**src/rtl/mem_issue_queue.sv**
```systemverilog
// In-order issue queue for memory instructions feeding the AGU.
// Entries wait for both source operands, woken by two result-broadcast lanes,
// and issue strictly from the head in program order.
module mem_issue_queue #(
  parameter int unsigned DEPTH = 8,
  parameter int unsigned OP_W  = 8
) (
  input  logic                   clk,
  input  logic                   reset,
  input  logic                   flush,
  // Dispatch
  input  logic                   disp_valid,
  output logic                   disp_ready,
  input  logic [OP_W-1:0]        disp_op,
  input  logic [15:0]            disp_imm,
  input  logic [3:0]             disp_rob_entry_num,
  input  logic [5:0]             disp_phy_dest,
  input  logic [5:0]             disp_src1_tag,
  input  logic [5:0]             disp_src2_tag,
  input  logic                   disp_src1_rdy,
  input  logic                   disp_src2_rdy,
  input  logic [31:0]            disp_src1_value,
  input  logic [31:0]            disp_src2_value,
  // Result broadcast
  input  logic [1:0]             wb_valid,
  input  logic [1:0][5:0]        wb_tag,
  input  logic [1:0][31:0]       wb_value,
  // Issue to AGU
  output logic                   issue_to_agu_valid,
  input  logic                   agu_allowin,
  output logic [OP_W-1:0]        issue_op,
  output logic [15:0]            issue_imm,
  output logic [3:0]             issue_rob_entry_num,
  output logic [5:0]             issue_phy_dest,
  output logic [31:0]            issue_src1_value,
  output logic [31:0]            issue_src2_value,
  output logic [$clog2(DEPTH):0] queue_count
);

  localparam int unsigned PtrW = $clog2(DEPTH);
  localparam int unsigned CntW = PtrW + 1;

  // Control state (reset)
  logic [PtrW-1:0]  head_q, tail_q;
  logic [CntW-1:0]  count_q;
  logic [DEPTH-1:0] valid_q, s1_rdy_q, s2_rdy_q;

  // Payload state (not reset)
  logic [OP_W-1:0] op_q      [DEPTH];
  logic [15:0]     imm_q     [DEPTH];
  logic [3:0]      rob_q     [DEPTH];
  logic [5:0]      dest_q    [DEPTH];
  logic [5:0]      s1_tag_q  [DEPTH];
  logic [5:0]      s2_tag_q  [DEPTH];
  logic [31:0]     s1_val_q  [DEPTH];
  logic [31:0]     s2_val_q  [DEPTH];

  // Wakeup results per stored entry and for the entry being dispatched
  logic [DEPTH-1:0] s1_wake, s2_wake;
  logic [31:0]      s1_wval [DEPTH];
  logic [31:0]      s2_wval [DEPTH];
  logic [32:0]      enq_s1_m, enq_s2_m;

  logic enq, deq;

  // Returns {hit, value}; lane 1 wins when both lanes match, tag 0 never matches.
  function automatic logic [32:0] wb_match(input logic [5:0]       tag,
                                           input logic [1:0]       v,
                                           input logic [1:0][5:0]  t,
                                           input logic [1:0][31:0] val);
    logic [32:0] res;
    res = '0;
    if (tag != 6'd0) begin
      if (v[1] && (t[1] == tag)) begin
        res = {1'b1, val[1]};
      end else if (v[0] && (t[0] == tag)) begin
        res = {1'b1, val[0]};
      end
    end
    return res;
  endfunction

  assign disp_ready         = (count_q != CntW'(DEPTH));
  assign enq                = disp_valid && disp_ready && !flush;
  assign issue_to_agu_valid = (count_q != '0) && s1_rdy_q[head_q] && s2_rdy_q[head_q] && !flush;
  assign deq                = issue_to_agu_valid && agu_allowin;

  assign issue_op            = op_q[head_q];
  assign issue_imm           = imm_q[head_q];
  assign issue_rob_entry_num = rob_q[head_q];
  assign issue_phy_dest      = dest_q[head_q];
  assign issue_src1_value    = s1_val_q[head_q];
  assign issue_src2_value    = s2_val_q[head_q];
  assign queue_count         = count_q;

  // Broadcast tag match for every waiting operand and for the incoming entry
  always_comb begin
    logic [32:0] m1, m2;
    s1_wake = '0;
    s2_wake = '0;
    for (int i = 0; i < DEPTH; i++) begin
      m1 = wb_match(s1_tag_q[i], wb_valid, wb_tag, wb_value);
      m2 = wb_match(s2_tag_q[i], wb_valid, wb_tag, wb_value);
      s1_wake[i] = valid_q[i] && !s1_rdy_q[i] && m1[32];
      s2_wake[i] = valid_q[i] && !s2_rdy_q[i] && m2[32];
      s1_wval[i] = m1[31:0];
      s2_wval[i] = m2[31:0];
    end
    enq_s1_m = wb_match(disp_src1_tag, wb_valid, wb_tag, wb_value);
    enq_s2_m = wb_match(disp_src2_tag, wb_valid, wb_tag, wb_value);
  end

  // Pointers, occupancy and per-entry valid/ready bits
  always_ff @(posedge clk or posedge reset) begin
    if (reset) begin
      head_q   <= '0;
      tail_q   <= '0;
      count_q  <= '0;
      valid_q  <= '0;
      s1_rdy_q <= '0;
      s2_rdy_q <= '0;
    end else if (flush) begin
      head_q   <= '0;
      tail_q   <= '0;
      count_q  <= '0;
      valid_q  <= '0;
      s1_rdy_q <= '0;
      s2_rdy_q <= '0;
    end else begin
      for (int i = 0; i < DEPTH; i++) begin
        if (s1_wake[i]) s1_rdy_q[i] <= 1'b1;
        if (s2_wake[i]) s2_rdy_q[i] <= 1'b1;
      end
      // Tail slot is never valid when enq is allowed, so no clash with wakeup above
      if (enq) begin
        valid_q[tail_q]  <= 1'b1;
        s1_rdy_q[tail_q] <= disp_src1_rdy || enq_s1_m[32];
        s2_rdy_q[tail_q] <= disp_src2_rdy || enq_s2_m[32];
        tail_q           <= tail_q + PtrW'(1);
      end
      if (deq) begin
        valid_q[head_q]  <= 1'b0;
        s1_rdy_q[head_q] <= 1'b0;
        s2_rdy_q[head_q] <= 1'b0;
        head_q           <= head_q + PtrW'(1);
      end
      unique case ({enq, deq})
        2'b10:   count_q <= count_q + CntW'(1);
        2'b01:   count_q <= count_q - CntW'(1);
        default: count_q <= count_q;
      endcase
    end
  end

  // Payload write on enqueue and operand capture on wakeup
  always_ff @(posedge clk) begin
    for (int i = 0; i < DEPTH; i++) begin
      if (s1_wake[i]) s1_val_q[i] <= s1_wval[i];
      if (s2_wake[i]) s2_val_q[i] <= s2_wval[i];
    end
    if (enq) begin
      op_q[tail_q]     <= disp_op;
      imm_q[tail_q]    <= disp_imm;
      rob_q[tail_q]    <= disp_rob_entry_num;
      dest_q[tail_q]   <= disp_phy_dest;
      s1_tag_q[tail_q] <= disp_src1_tag;
      s2_tag_q[tail_q] <= disp_src2_tag;
      s1_val_q[tail_q] <= disp_src1_rdy ? disp_src1_value : enq_s1_m[31:0];
      s2_val_q[tail_q] <= disp_src2_rdy ? disp_src2_value : enq_s2_m[31:0];
    end
  end

endmodule

```
**config.mk**
```make
export PLATFORM = sky130hd
export DESIGN_NAME = mem_issue_queue
export DESIGN_NICKNAME = d
export VERILOG_FILES = /design/src/rtl/mem_issue_queue.sv
export SDC_FILE = /design/constraint.sdc
export NUM_CORES = 2
export LEC_CHECK = 0
export ABC_AREA = 0
export CORE_MARGIN = 8
export CORE_UTILIZATION = 40
export CTS_BUF_LIST = sky130_fd_sc_hd__clkbuf_4
export DETAILED_ROUTE_END_ITERATION = 12
export PLACE_DENSITY = 0.6
export SYNTH_ARGS = -nofsm -noshare
export SYNTH_HDL_FRONTEND = slang
export SYNTH_SLANG_ARGS = --single-unit
```
**constraint.sdc**
```tcl
create_clock -name clk -period 7.1 [get_ports clk]
set_input_delay 1.775 -clock clk [delete_from_list [all_inputs] [get_ports clk]]
set_output_delay 1.775 -clock clk [all_outputs]
set_load 0.005 [all_outputs]
```
==> flow_summary.ini <==
[yosys]
syn-num-nets = 4820
synth_flop_type = sky130_fd_sc_hd__edfxtp_1
synth.distinct_cells = 64
synth-seq-cells = 914
synth_commonest_cells = sky130_fd_sc_hd__edfxtp_1, sky130_fd_sc_hd__nor2_1, sky130_fd_sc_hd__a21oi_1, sky130_fd_sc_hd__clkbuf_1, sky130_fd_sc_hd__mux2i_1
mappedNetlistArea_um2 = 51500
synthMostInstantiatedCell = sky130_fd_sc_hd__edfxtp_1
synthArstFlopShare = 0.0372
yosysSeqAreaShare = 0.530
post_synth.cell_area_avg_um2 = 11.1
synth_enable_flop_cells = 880
synth.largest_area_cell = sky130_fd_sc_hd__edfxtp_1
synth_top_cells_by_area = sky130_fd_sc_hd__edfxtp_1, sky130_fd_sc_hd__mux2i_1, sky130_fd_sc_hd__mux2_2
synth-warning-count = 0
synthCells = 4621
synth.top_cell.area_share = 0.513

[die]
die_x_um = 375
initial_core_util = 0.403
fp.dieArea_um2 = 140000
pin_count = 299
core_um2 = 128000
die_h_um = 375
placementRows = 131

[critical_path]
cp_slowest_stage_delay_ps = 960
setup.worst_path.start_class = flop
cp_cell_sequence = buf_4 > mux2i_1 > nor2_1 > a21oi_1 > o21ai_0 > clkdlybuf4s50_1
reg2regPathDepth = 5
setup.worst_path.end_class = output pin
critical-path-top-delay-family = buffers and inverters
crit_cells = 6
crit_required_ps = 5330
cp_buf_inv_count = 2
crit_path_top_delay_cell = sky130_fd_sc_hd__o21ai_0
maximum_fanout_encountered_on_the_critical_timing_path = 45
cp.arrival_ps = 4790
worst-setup-path-type = flop to output pin

[clock_tree]
post_cts_buffers = 0
cts_buffers = 274
clock_path_buffers = 4
cts_resized = 0
root_buffer_cell = sky130_fd_sc_hd__clkbuf_4
total_clock_sinks = 914
tritoncts = yes
h-tree-depth = 5
count_of_hold_fix_buffers_inserted_at_cts = 0
clk_transition_reported_paths_ps = 70
worst_skew_pair.late_latency_ps = 1230

[sta]
timing.final.crit_share = 0.925
maxClockFrequency_mhz = 152
number_of_setup_violations_in_the_final_report = 0
slew_violations = 0
whs_ps = 580
rsz0062_at_grt = false
worstMarginPinSlew_ps = 1330
total_count_of_hold_check_failures_in_the_final_report = 0
fin_crit_ps = 6570
clock-skew-final_ps = 70.5
total_negative_slack_for_setup_checks_ps = 0
max_slew_margin = 0.104

[cells_and_area]
layout_cells_sized_above_1 = 0.184
layout-area-overhead-vs-synth_pct = 14.8
total_area_of_multi_input_combinational_cells_um2 = 22100
area.sequential_um2 = 27300
finish.net_count = 5015
fillerInstances = 11702

[drt]
routed-via-count = 43606
ant_nets = 0
detail_route.wirelength_um = 213000
drt_first_iter_violations = 6516
vias_per_cell = 6.56
detail_route.wl_per_cell_um = 32.0
drt_pass1_iterations = 8
remaining_drc_errors = 0

[global_route]
grt_start_max_net_pins = 108
grt_util_all_layers = 0.288
grt_overflow = 0
vias_in_the_first_global_route = 41867
number_of_antenna_violations_at_the_first_check_in_global_routing = 20
grt_pass1_wl_um = 299000

[pwr]
pleak_nw = 19.1
ir_drop_mv = 0.181
power-per-cell-area_nw_per_um2 = 202
total_power_mw = 11.9

[outcome]
run_status = finished, final reports clean

[place]
post-dp-hpwl_um = 127000
port-buffer-count = 298
finalWeightedCongestion = 0.900

[worst_hold_path]
whs_path_depth = 2
type_of_the_most_critical_hold_path = flop to flop

[job]
max_cap_viol_count = 0
-- placed cells by master (no fill, tap or decap), types with 212 or more instances in the layout --
master / n
sky130_fd_sc_hd__clkdlybuf4s50_1: 297
sky130_fd_sc_hd__mux2_2: 212
sky130_fd_sc_hd__mux2i_1: 317
sky130_fd_sc_hd__edfxtp_1: 880
sky130_fd_sc_hd__o221ai_1: 255
sky130_fd_sc_hd__clkbuf_4: 379
sky130_fd_sc_hd__nor2_1: 439
sky130_fd_sc_hd__a21oi_1: 385
sky130_fd_sc_hd__o22ai_1: 256
sky130_fd_sc_hd__nand2_1: 294
-- worst min-delay path, cell delays in order (launching register included) --
cell and delay [ps]:
sky130_fd_sc_hd__dfrtp_1 400, sky130_fd_sc_hd__nor2_1 60, sky130_fd_sc_hd__nor2_1 80
-- layer usage --
| layer | share of wire | global-route usage | vias to the layer above | wire length [µm] |
|---|---|---|---|---|
| met5 | 0.00065 | 0 | - | 138 |
| met4 | 0.066 | 0.170 | 16 | 14100 |
| met3 | 0.13 | 0.0862 | 744 | 26900 |
| met2 | 0.43 | 0.432 | 3386 | 91900 |
| met1 | 0.37 | 0.366 | 21230 | 79500 |
| li1 | - | - | 18230 | - |
-- where the power goes --
part / leakage [nW] / internal [mW] / switching (mW)
sequential: 9.00 / 5.96 / 0.0352
combinational: 8.27 / 0.422 / 0.769
clock: 1.86 / 2.44 / 2.30
-- final cells by class --
cell class              instances  share of cell area
flip-flops and latches        914               0.462
multi-input cells            3103               0.373
repair buffers                473              0.0743
clock buffers                 379              0.0481
well taps                    1662              0.0352
clock inverters                54             0.00360
inverters                      50             0.00351
diodes                         17            0.000720
-- through the flow --
stage               instance area (µm²)  worst slack [ps]   util  cells
global placement                  56000              1650  0.439   6202
finish                            59100               532  0.463   6652
detailed placement                56000              1600  0.439   6202
floorplan                         51500              1330      -   4621
CTS                               59100               560  0.463   6635
global route                      59100               420  0.463   6644
-- registers in the layout (all words and copies together), names as in the netlist --
name	cells
tail_q	3
valid_q	8
rob_q	32
s2_tag_q	48
imm_q	128
s1_val_q	256
dest_q	48
head_q	3
s1_tag_q	48
queue_count	4
s2_val_q	256
op_q	64
s2_rdy_q	8
s1_rdy_q	8
-- final timing paths --
check / start / end / slack [ps]
max: head_q[1] / issue_src2_value[1] / 530
min: valid_q[6] / valid_q[6] / 580
max reg2reg: queue_count[0] / s2_val_q[3][1] / 3100
min reg2reg: valid_q[6] / valid_q[6] / 580
max in group asynchronous: reset / head_q[0] / 5710
min in group asynchronous: reset / s2_rdy_q[0] / 1000
-- cells by family after synthesis --
kind of cell | share of synthesized area
buffers and inverters | 0.0488
muxes | 0.122
xor gates and xnor gates | 0.0379
AOI/OAI and AO/OA | 0.181
and+or+nand+nor | 0.0796
DFF | 0.530
adders and majority gates | 0.000972
(Power assumes the default switching activity.)
